===== config.mk =====
export PLATFORM = sky130hd
export DESIGN_NAME = ex_stage
export DESIGN_NICKNAME = d
export VERILOG_FILES = /design/src/rtl/pipeline_pkg.sv /design/src/rtl/ex_stage_muldiv.sv /design/src/rtl/ex_stage.sv
export SDC_FILE = /design/constraint.sdc
export NUM_CORES = 2
export LEC_CHECK = 0
export BUFFER_PORTS_ARGS = -buffer_cell sky130_fd_sc_hd__buf_2
export CORE_ASPECT_RATIO = 1.25
export CORE_MARGIN = 2
export CORE_UTILIZATION = 46
export DETAILED_ROUTE_END_ITERATION = 6
export SLEW_MARGIN = 20
export SYNTH_ARGS = -nofsm -noshare
export SYNTH_HDL_FRONTEND = slang
export SYNTH_SLANG_ARGS = --single-unit

===== constraint.sdc =====
create_clock -name clk -period 15.63 [get_ports clk]
set_input_delay 0.7815 -clock clk [delete_from_list [all_inputs] [get_ports clk]]
set_output_delay 0.7815 -clock clk [all_outputs]
set_load 0.05 [all_outputs]

===== src/rtl/pipeline_pkg.sv =====
// Shared opcodes, multiply/divide FSM states and EX/MEM bundle
// for the execute stage.
package pipeline_pkg;

  localparam int MD_CYCLES = 32;

  localparam logic [5:0] ALU_SLL   = 6'h00;
  localparam logic [5:0] ALU_SRL   = 6'h02;
  localparam logic [5:0] ALU_MFHI  = 6'h10;
  localparam logic [5:0] ALU_MFLO  = 6'h12;
  localparam logic [5:0] ALU_MULT  = 6'h18;
  localparam logic [5:0] ALU_MULTU = 6'h19;
  localparam logic [5:0] ALU_DIV   = 6'h1A;
  localparam logic [5:0] ALU_DIVU  = 6'h1B;
  localparam logic [5:0] ALU_ADD   = 6'h20;
  localparam logic [5:0] ALU_SUB   = 6'h22;
  localparam logic [5:0] ALU_AND   = 6'h24;
  localparam logic [5:0] ALU_OR    = 6'h25;
  localparam logic [5:0] ALU_XOR   = 6'h26;
  localparam logic [5:0] ALU_NOR   = 6'h27;
  localparam logic [5:0] ALU_SLT   = 6'h2A;

  typedef enum logic [1:0] {
    MD_IDLE = 2'd0,
    MD_BUSY = 2'd1,
    MD_DONE = 2'd2
  } md_state_e;

  typedef struct packed {
    logic [7:0]  branch_target;
    logic        zero;
    logic [31:0] alu_result;
    logic [31:0] store_data;
    logic [4:0]  write_reg;
    logic        branch;
    logic        mem_write;
    logic        mem_read;
    logic        reg_write;
    logic        mem_to_reg;
  } ex_mem_t;

  function automatic logic is_md_op(input logic [5:0] op);
    return op inside {ALU_MULT, ALU_MULTU, ALU_DIV, ALU_DIVU};
  endfunction

endpackage


===== src/rtl/ex_stage_muldiv.sv =====
// Iterative multiply/divide unit: shift-add multiplier and
// restoring divider sharing one 64-bit working register, plus HI/LO.
module muldiv_unit
  import pipeline_pkg::*;
#(
  parameter int MD_CYCLES = pipeline_pkg::MD_CYCLES
) (
  input  logic        clk,
  input  logic        reset,
  input  logic [5:0]  alu_op,
  input  logic [31:0] data1,
  input  logic [31:0] data2,
  input  logic        flush,
  output logic        stall,
  output logic [31:0] hi,
  output logic [31:0] lo
);

  localparam int CW = $clog2(MD_CYCLES + 1);

  md_state_e   state_q, state_d;
  logic [CW-1:0] cnt_q, cnt_d;
  logic [31:0] a_q, a_d;
  logic [63:0] p_q, p_d;
  logic        div_q, div_d;
  logic        sa_q, sa_d;
  logic        sb_q, sb_d;
  logic [31:0] hi_q, hi_d;
  logic [31:0] lo_q, lo_d;

  logic        start, is_div, is_signed;
  logic [31:0] mag1, mag2;
  logic [32:0] add_sum, rem_sh, rem_df;
  logic [63:0] step, prod;
  logic [31:0] quo, rem;

  always_comb begin
    is_div    = alu_op inside {ALU_DIV, ALU_DIVU};
    is_signed = alu_op inside {ALU_MULT, ALU_DIV};
    mag1 = (is_signed && data1[31]) ? -data1 : data1;
    mag2 = (is_signed && data2[31]) ? -data2 : data2;
    start = (state_q == MD_IDLE) && is_md_op(alu_op) && !flush;
    stall = !reset && (start || (state_q == MD_BUSY));

    // p_q holds {acc, multiplier} or {remainder, dividend}
    add_sum = {1'b0, p_q[63:32]} + {1'b0, (p_q[0] ? a_q : 32'd0)};
    rem_sh  = {p_q[63:32], p_q[31]};
    rem_df  = rem_sh - {1'b0, a_q};
    if (div_q)
      step = rem_df[32] ? {rem_sh[31:0], p_q[30:0], 1'b0}
                        : {rem_df[31:0], p_q[30:0], 1'b1};
    else
      step = {add_sum, p_q[31:1]};
    prod = (sa_q ^ sb_q) ? -step : step;
    quo  = (sa_q ^ sb_q) ? -step[31:0] : step[31:0];
    rem  = sa_q ? -step[63:32] : step[63:32];
  end

  always_comb begin
    state_d = state_q;
    cnt_d   = cnt_q;
    a_d     = a_q;
    p_d     = p_q;
    div_d   = div_q;
    sa_d    = sa_q;
    sb_d    = sb_q;
    hi_d    = hi_q;
    lo_d    = lo_q;
    unique case (state_q)
      MD_IDLE: begin
        if (start) begin
          state_d = MD_BUSY;
          cnt_d   = '0;
          div_d   = is_div;
          sa_d    = is_signed & data1[31];
          sb_d    = is_signed & data2[31];
          a_d     = is_div ? mag2 : mag1;
          p_d     = {32'd0, (is_div ? mag1 : mag2)};
        end
      end
      MD_BUSY: begin
        if (flush) begin
          state_d = MD_IDLE;
        end else begin
          p_d   = step;
          cnt_d = cnt_q + CW'(1);
          if (cnt_q == CW'(MD_CYCLES - 1)) begin
            state_d = MD_DONE;
            if (div_q) begin
              hi_d = rem;
              lo_d = (a_q == 32'd0) ? 32'hFFFF_FFFF : quo;
            end else begin
              hi_d = prod[63:32];
              lo_d = prod[31:0];
            end
          end
        end
      end
      MD_DONE: state_d = MD_IDLE;
      default: state_d = MD_IDLE;
    endcase
  end

  always_ff @(posedge clk or posedge reset) begin
    if (reset) begin
      state_q <= MD_IDLE;
      cnt_q   <= '0;
      a_q     <= '0;
      p_q     <= '0;
      div_q   <= 1'b0;
      sa_q    <= 1'b0;
      sb_q    <= 1'b0;
      hi_q    <= '0;
      lo_q    <= '0;
    end else begin
      state_q <= state_d;
      cnt_q   <= cnt_d;
      a_q     <= a_d;
      p_q     <= p_d;
      div_q   <= div_d;
      sa_q    <= sa_d;
      sb_q    <= sb_d;
      hi_q    <= hi_d;
      lo_q    <= lo_d;
    end
  end

  assign hi = hi_q;
  assign lo = lo_q;

endmodule


===== src/rtl/ex_stage.sv =====
// Execute stage: ALU, operand/destination muxes and the EX/MEM
// register; multiply/divide delegated to muldiv_unit.
module ex_stage
  import pipeline_pkg::*;
#(
  parameter int MD_CYCLES = pipeline_pkg::MD_CYCLES
) (
  input  logic        clk,
  input  logic        reset,
  input  logic [5:0]  alu_op,
  input  logic        reg_dst,
  input  logic        alu_src,
  input  logic        branch,
  input  logic        mem_write,
  input  logic        mem_read,
  input  logic        reg_write,
  input  logic        mem_to_reg,
  input  logic [7:0]  pc_next,
  input  logic [31:0] data1,
  input  logic [31:0] data2,
  input  logic [31:0] sign_extend,
  input  logic [4:0]  reg1,
  input  logic [4:0]  reg2,
  input  logic        flush_ex,
  output logic        stall_ex,
  output logic [7:0]  branch_target_reg,
  output logic        zero_reg,
  output logic [31:0] alu_result_reg,
  output logic [31:0] store_data_reg,
  output logic [4:0]  write_reg_reg,
  output logic        branch_reg,
  output logic        mem_write_reg,
  output logic        mem_read_reg,
  output logic        reg_write_reg,
  output logic        mem_to_reg_reg
);

  logic [31:0] hi, lo;
  logic [31:0] op_b, alu_res;
  logic [4:0]  shamt;
  logic        bubble;
  ex_mem_t     ex_mem_q, ex_mem_d;

  muldiv_unit #(.MD_CYCLES(MD_CYCLES)) u_muldiv (
    .clk    (clk),
    .reset  (reset),
    .alu_op (alu_op),
    .data1  (data1),
    .data2  (data2),
    .flush  (flush_ex),
    .stall  (stall_ex),
    .hi     (hi),
    .lo     (lo)
  );

  always_comb begin
    op_b  = alu_src ? sign_extend : data2;
    shamt = sign_extend[10:6];
    case (alu_op)
      ALU_ADD:  alu_res = data1 + op_b;
      ALU_SUB:  alu_res = data1 - op_b;
      ALU_AND:  alu_res = data1 & op_b;
      ALU_OR:   alu_res = data1 | op_b;
      ALU_XOR:  alu_res = data1 ^ op_b;
      ALU_NOR:  alu_res = ~(data1 | op_b);
      ALU_SLT:  alu_res = {31'd0, ($signed(data1) < $signed(op_b))};
      ALU_SLL:  alu_res = data2 << shamt;
      ALU_SRL:  alu_res = data2 >> shamt;
      ALU_MFHI: alu_res = hi;
      ALU_MFLO: alu_res = lo;
      default:  alu_res = 32'd0;
    endcase
  end

  // multiply/divide ops retire as bubbles even once the unit is done
  always_comb begin
    bubble   = flush_ex | stall_ex | is_md_op(alu_op);
    ex_mem_d = '0;
    if (!bubble) begin
      ex_mem_d.branch_target = pc_next + sign_extend[7:0];
      ex_mem_d.zero          = (alu_res == 32'd0);
      ex_mem_d.alu_result    = alu_res;
      ex_mem_d.store_data    = data2;
      ex_mem_d.write_reg     = reg_dst ? reg2 : reg1;
      ex_mem_d.branch        = branch;
      ex_mem_d.mem_write     = mem_write;
      ex_mem_d.mem_read      = mem_read;
      ex_mem_d.reg_write     = reg_write;
      ex_mem_d.mem_to_reg    = mem_to_reg;
    end
  end

  always_ff @(posedge clk or posedge reset) begin
    if (reset) ex_mem_q <= '0;
    else       ex_mem_q <= ex_mem_d;
  end

  assign branch_target_reg = ex_mem_q.branch_target;
  assign zero_reg          = ex_mem_q.zero;
  assign alu_result_reg    = ex_mem_q.alu_result;
  assign store_data_reg    = ex_mem_q.store_data;
  assign write_reg_reg     = ex_mem_q.write_reg;
  assign branch_reg        = ex_mem_q.branch;
  assign mem_write_reg     = ex_mem_q.mem_write;
  assign mem_read_reg      = ex_mem_q.mem_read;
  assign reg_write_reg     = ex_mem_q.reg_write;
  assign mem_to_reg_reg    = ex_mem_q.mem_to_reg;

endmodule


==> results list <==
* Maximum number of pins on one net before global-route repair: 106
* Floorplan die area: 62540 sq um
* Reg clk slew, reported paths: 0.07 ns
- Count of endpoints failing setup in the final report: 0
* Resized cells post-CTS: 0
- Yosys printed 0 warnings.
- 214 I/O pins were placed.
* Top library cells by usage in the layout, fill and taps aside: sky130_fd_sc_hd__nand2_1 (312), sky130_fd_sc_hd__nor2_1 (310), sky130_fd_sc_hd__a21oi_1 (254), sky130_fd_sc_hd__dfrtp_1 (253), sky130_fd_sc_hd__o21ai_0 (226)
* Starting DRC count in detailed routing: 3181
- When the netlist entered floorplanning its net count stood at 3761.
- Dividing the detail-routed via count by the number of cells gives 6.854.
* PwrDens: 151.7 nW/um^2
- Final period util: 40.43%
- Detailed placement finished with a half-perimeter wire length of 103300 microns.
- Final RePlAce weighted congestion: 1.064
* Placement row count: 100
- Of the post-synthesis cell area, the dominant cell type holds 22.82%.
- Post-synthesis async set-or-reset flop share: 100.0%
* Type of the most critical hold path: input pin to asynchronous set/reset pin
- After clock tree synthesis, the setup repair step added 0 buffers.
- Latest clock arrival within the worst-skew pair: 0.62 ns
- Delay of the slowest cell on the worst path: 0.65 ns
* Total number of vias: 29348
- Once the floorplan was initialized, standard cells occupied 46.67% of the core.
* Leakage: 0.01355 uW
* Kind of critical path: flip-flop to flip-flop
- Summed over all layers, the global routing overflow is 0.
- During placement, the flow inserted port buffers numbering 213.
- Global-route usage over all layers: 41.45%
- Final core utilization: 50.92%
* Number of iterations in the first detailed-routing pass: 7
- In the final layout, the share of cells above drive strength 1 is 13.85%.
- Die Height: 279.1 microns
- On the critical path, the stage with the largest delay is an instance of sky130_fd_sc_hd__dfrtp_1.
- Mean instance size in the synthesized netlist: 8.066 sq um
* Post-Route WL: 133100 microns
- The net count of the finished layout is 3799.
* Result of the run: finished clean
- Top post-synthesis cells by area: sky130_fd_sc_hd__dfrtp_1 (23%), sky130_fd_sc_hd__ha_1 (7.8%), sky130_fd_sc_hd__mux4_2 (5.8%)
* Cell class contributing the biggest share of worst-path delay: simple AND/OR/NAND/NOR gates
- Slew Limit Headroom: 6.846%
* Register ranked first by flip-flop count: u_muldiv.p_q
- Post-synthesis cell area: 27850 sq um
- STA classifies the critical path endpoint as a flip-flop.
* Most common cell after layout, fill and taps aside: sky130_fd_sc_hd__nand2_1
* # fillers: 5776
- DRC viols: 0
- Highest achievable clock rate: 158.3 MHz
- Flop and latch count out of synthesis: 254
* Slew of the pin with the lowest slew margin: 1.385 ns
- Final critical-path setup slack: 9.311 ns
- The core region is 59680 sq um.
* Root Buffer Master: sky130_fd_sc_hd__clkbuf_16
- Seq/Total Area, Yosys: 22.82%
* Number of antenna-violating nets in the routed design: 0
- After layout, the minimum clock period comes to 6.319 ns.
- Fin Setup TNS: 0 ns
- Number of enable-type register cells in the synthesized netlist: 0
* Worst-path cell chain: ha_1 > inv_1 > fa_1 > nand3_1 > a21oi_1 > o211a_4 > o31a_1 > nor2_4 > o31ai_2 > inv_1 > ha_1 > o21ai_0 > or2_2 > nor3_1 > and2_1 > inv_1 > nor3_1 > nor3_1 > nor4_1 > a41oi_1 > xor2_1 > o21ai_1
- Counting the buffers created by CTS gives 30.
- The floorplan step set the die width to 224.1 microns.
- Number of buffers inserted by hold repair at cts: 0
- Along the worst path, the maximum fanout reaches 20.
* Kind of start point of the critical path: flip-flop
- The initial antenna violation count was 2.
* Longest Clk Path Bufs: 3
- CTS built an H-tree with a depth of 1.
- TritonCTS built the clock tree.
- Post-Place Setup Slack: 9.417 ns
- For the worst setup path, the data required time is 16.11 ns.
* Average wire per standard cell: 31.09 microns
- Number of sinks handled by clock tree synthesis: 254
* Area growth syn-to-layout: 9.110%
- Among all flip-flop cells after synthesis, the most frequent one is sky130_fd_sc_hd__dfrtp_1.
* Post-layout total power: 4609 uW
- Vias in the first global route: 28223
* Largest area contributor in the netlist: sky130_fd_sc_hd__dfrtp_1
* Cells after synthesis: 3453
- The register with the most flip-flops in the layout has 64 of them.
- RSZ-0062 raised after global routing: no
- Number of distinct library cells after synthesis: 107
- The first global-routing pass estimated 191800 microns of wire.
- Final Max Slew Viols: 0
* Final hold violations: 0
- The worst-case IR drop observed on VDD is 136.0 uV.
- Max-Cap Viols: 0
- At the worst endpoint, the arrival time is 6.80 ns.
* Post-Route Skew: 0.03459 ns
* Count of buffering cells on the critical path with inverters included: 3
## logic make-up (layout without fill, tap and decap cells)
logic type                 after synthesis  after routing  share of synthesized area, %
other                                    0              2                             0
adders and majority gates              178            178                         8.131
muxes                                  235            235                         11.75
buffers and inverters                  424            486                         6.136
and+or+nand+nor                       1126           1126                         19.49
DFF                                    254            254                         22.82
AOI/OAI and AO/OA                     1041           1041                         25.54
xor gates and xnor gates               195            195                         6.132
## power breakdown
| part | leakage, uW | total, uW | switching (uW) | internal [uW] |
|---|---|---|---|---|
| logic | 0.00964 | 2900 | 1930 | 975 |
| clock network | 0.000542 | 807 | 327 | 481 |
| registers | 0.00337 | 899 | 136 | 763 |
| total | 0.0135 | 4610 | 2390 | 2220 |
## cells in the mapped netlist (12+ instances only)
cell                       count
sky130_fd_sc_hd__mux2i_1     148
sky130_fd_sc_hd__clkbuf_1    188
sky130_fd_sc_hd__nor3_1       75
sky130_fd_sc_hd__o21ai_1      14
sky130_fd_sc_hd__a31oi_1      33
sky130_fd_sc_hd__o22a_1       34
sky130_fd_sc_hd__a22oi_1      21
sky130_fd_sc_hd__or3_1        31
sky130_fd_sc_hd__xor2_1       65
sky130_fd_sc_hd__o211ai_1     41
sky130_fd_sc_hd__dfrtp_1     254
sky130_fd_sc_hd__mux4_2       72
sky130_fd_sc_hd__inv_1       165
sky130_fd_sc_hd__a22o_1       12
sky130_fd_sc_hd__nor3b_1      14
sky130_fd_sc_hd__o21a_1       26
sky130_fd_sc_hd__and3_1       27
sky130_fd_sc_hd__o221ai_1     39
sky130_fd_sc_hd__buf_1        26
sky130_fd_sc_hd__or2_2        16
sky130_fd_sc_hd__xnor2_1     130
sky130_fd_sc_hd__ha_1        173
sky130_fd_sc_hd__a21oi_1     254
sky130_fd_sc_hd__o21bai_1     18
sky130_fd_sc_hd__nor2_1      311
sky130_fd_sc_hd__nand3_1      97
sky130_fd_sc_hd__buf_2        36
sky130_fd_sc_hd__a211oi_1     30
sky130_fd_sc_hd__a221o_1      12
sky130_fd_sc_hd__a222oi_1     22
sky130_fd_sc_hd__o31ai_1      27
sky130_fd_sc_hd__and2_1       78
sky130_fd_sc_hd__a21o_1       45
sky130_fd_sc_hd__o21ai_0     226
sky130_fd_sc_hd__nand4_1      37
sky130_fd_sc_hd__nand2_1     315
sky130_fd_sc_hd__nand2b_1     19
sky130_fd_sc_hd__nor4_1       35
sky130_fd_sc_hd__a221oi_1     25
sky130_fd_sc_hd__nor2b_1      23
sky130_fd_sc_hd__mux2_2       15
## final timing paths
check / start / to / slack (ns) / cells past startpoint
max in group asynchronous: reset / alu_result_reg[20] / 13.85 / 3
min: reset / u_muldiv.cnt_q[2] / 0.37 / 2
max reg2reg: u_muldiv.a_q[0] / u_muldiv.hi[28] / 9.31 / 22
min reg2reg: u_muldiv.a_q[7] / u_muldiv.a_q[7] / 0.51 / 2
min in group clk: branch / branch_reg / 0.41 / 2
max: u_muldiv.a_q[0] / u_muldiv.hi[28] / 9.31 / 22
## area by class of cell
class / count / area, sq um / area share, %
Sequential cell: 254 / 6360 / 20.93
Antenna cell: 2 / 5.005 / 0.01647
Timing Repair Buffer: 264 / 1458 / 4.797
Clock inverter: 17 / 250.2 / 0.8235
Inverter: 166 / 630.6 / 2.075
Clock buffer: 39 / 875.8 / 2.882
Tap cell: 765 / 957.2 / 3.150
Multi-Input combinational cell: 2775 / 19850 / 65.33
## routing by layer
layer | global-route usage (%) | vias up | routed length, microns
met3 | 6.461 | 490 | 10660
met5 | 0 | - | 0
met1 | 47.27 | 14318 | 47610
li1 | - | 12801 | -
met4 | 33.86 | 0 | 13100
met2 | 68.69 | 1739 | 61750
## worst register-to-register path, cell delays in order, from the launching register on
cell and delay, ns:
sky130_fd_sc_hd__dfrtp_1 0.65, sky130_fd_sc_hd__ha_1 0.30, sky130_fd_sc_hd__inv_1 0.07, sky130_fd_sc_hd__fa_1 0.40, sky130_fd_sc_hd__nand3_1 0.13, sky130_fd_sc_hd__a21oi_1 0.18, sky130_fd_sc_hd__o211a_4 0.33, sky130_fd_sc_hd__o31a_1 0.41
sky130_fd_sc_hd__nor2_4 0.60, sky130_fd_sc_hd__o31ai_2 0.20, sky130_fd_sc_hd__inv_1 0.15, sky130_fd_sc_hd__ha_1 0.17, sky130_fd_sc_hd__o21ai_0 0.12, sky130_fd_sc_hd__or2_2 0.40, sky130_fd_sc_hd__nor3_1 0.24, sky130_fd_sc_hd__and2_1 0.27
sky130_fd_sc_hd__inv_1 0.09, sky130_fd_sc_hd__nor3_1 0.37, sky130_fd_sc_hd__nor3_1 0.25, sky130_fd_sc_hd__nor4_1 0.41, sky130_fd_sc_hd__a41oi_1 0.20, sky130_fd_sc_hd__xor2_1 0.20, sky130_fd_sc_hd__o21ai_1 0.07
## through the flow
step / cell area (sq um) / std cells / hold slack (ns)
3_5_place_dp: 29250 / 4224 / 0.4770
4_1_cts: 30380 / 4280 / 0.3838
5_1_grt: 30390 / 4281 / 0.4080
3_3_place_gp: 29250 / 4224 / 0.4682
2_1_floorplan: 27850 / 3453 / 0.4490
6_report: 30390 / 4282 / 0.3708
(Power assumes the default switching activity.)
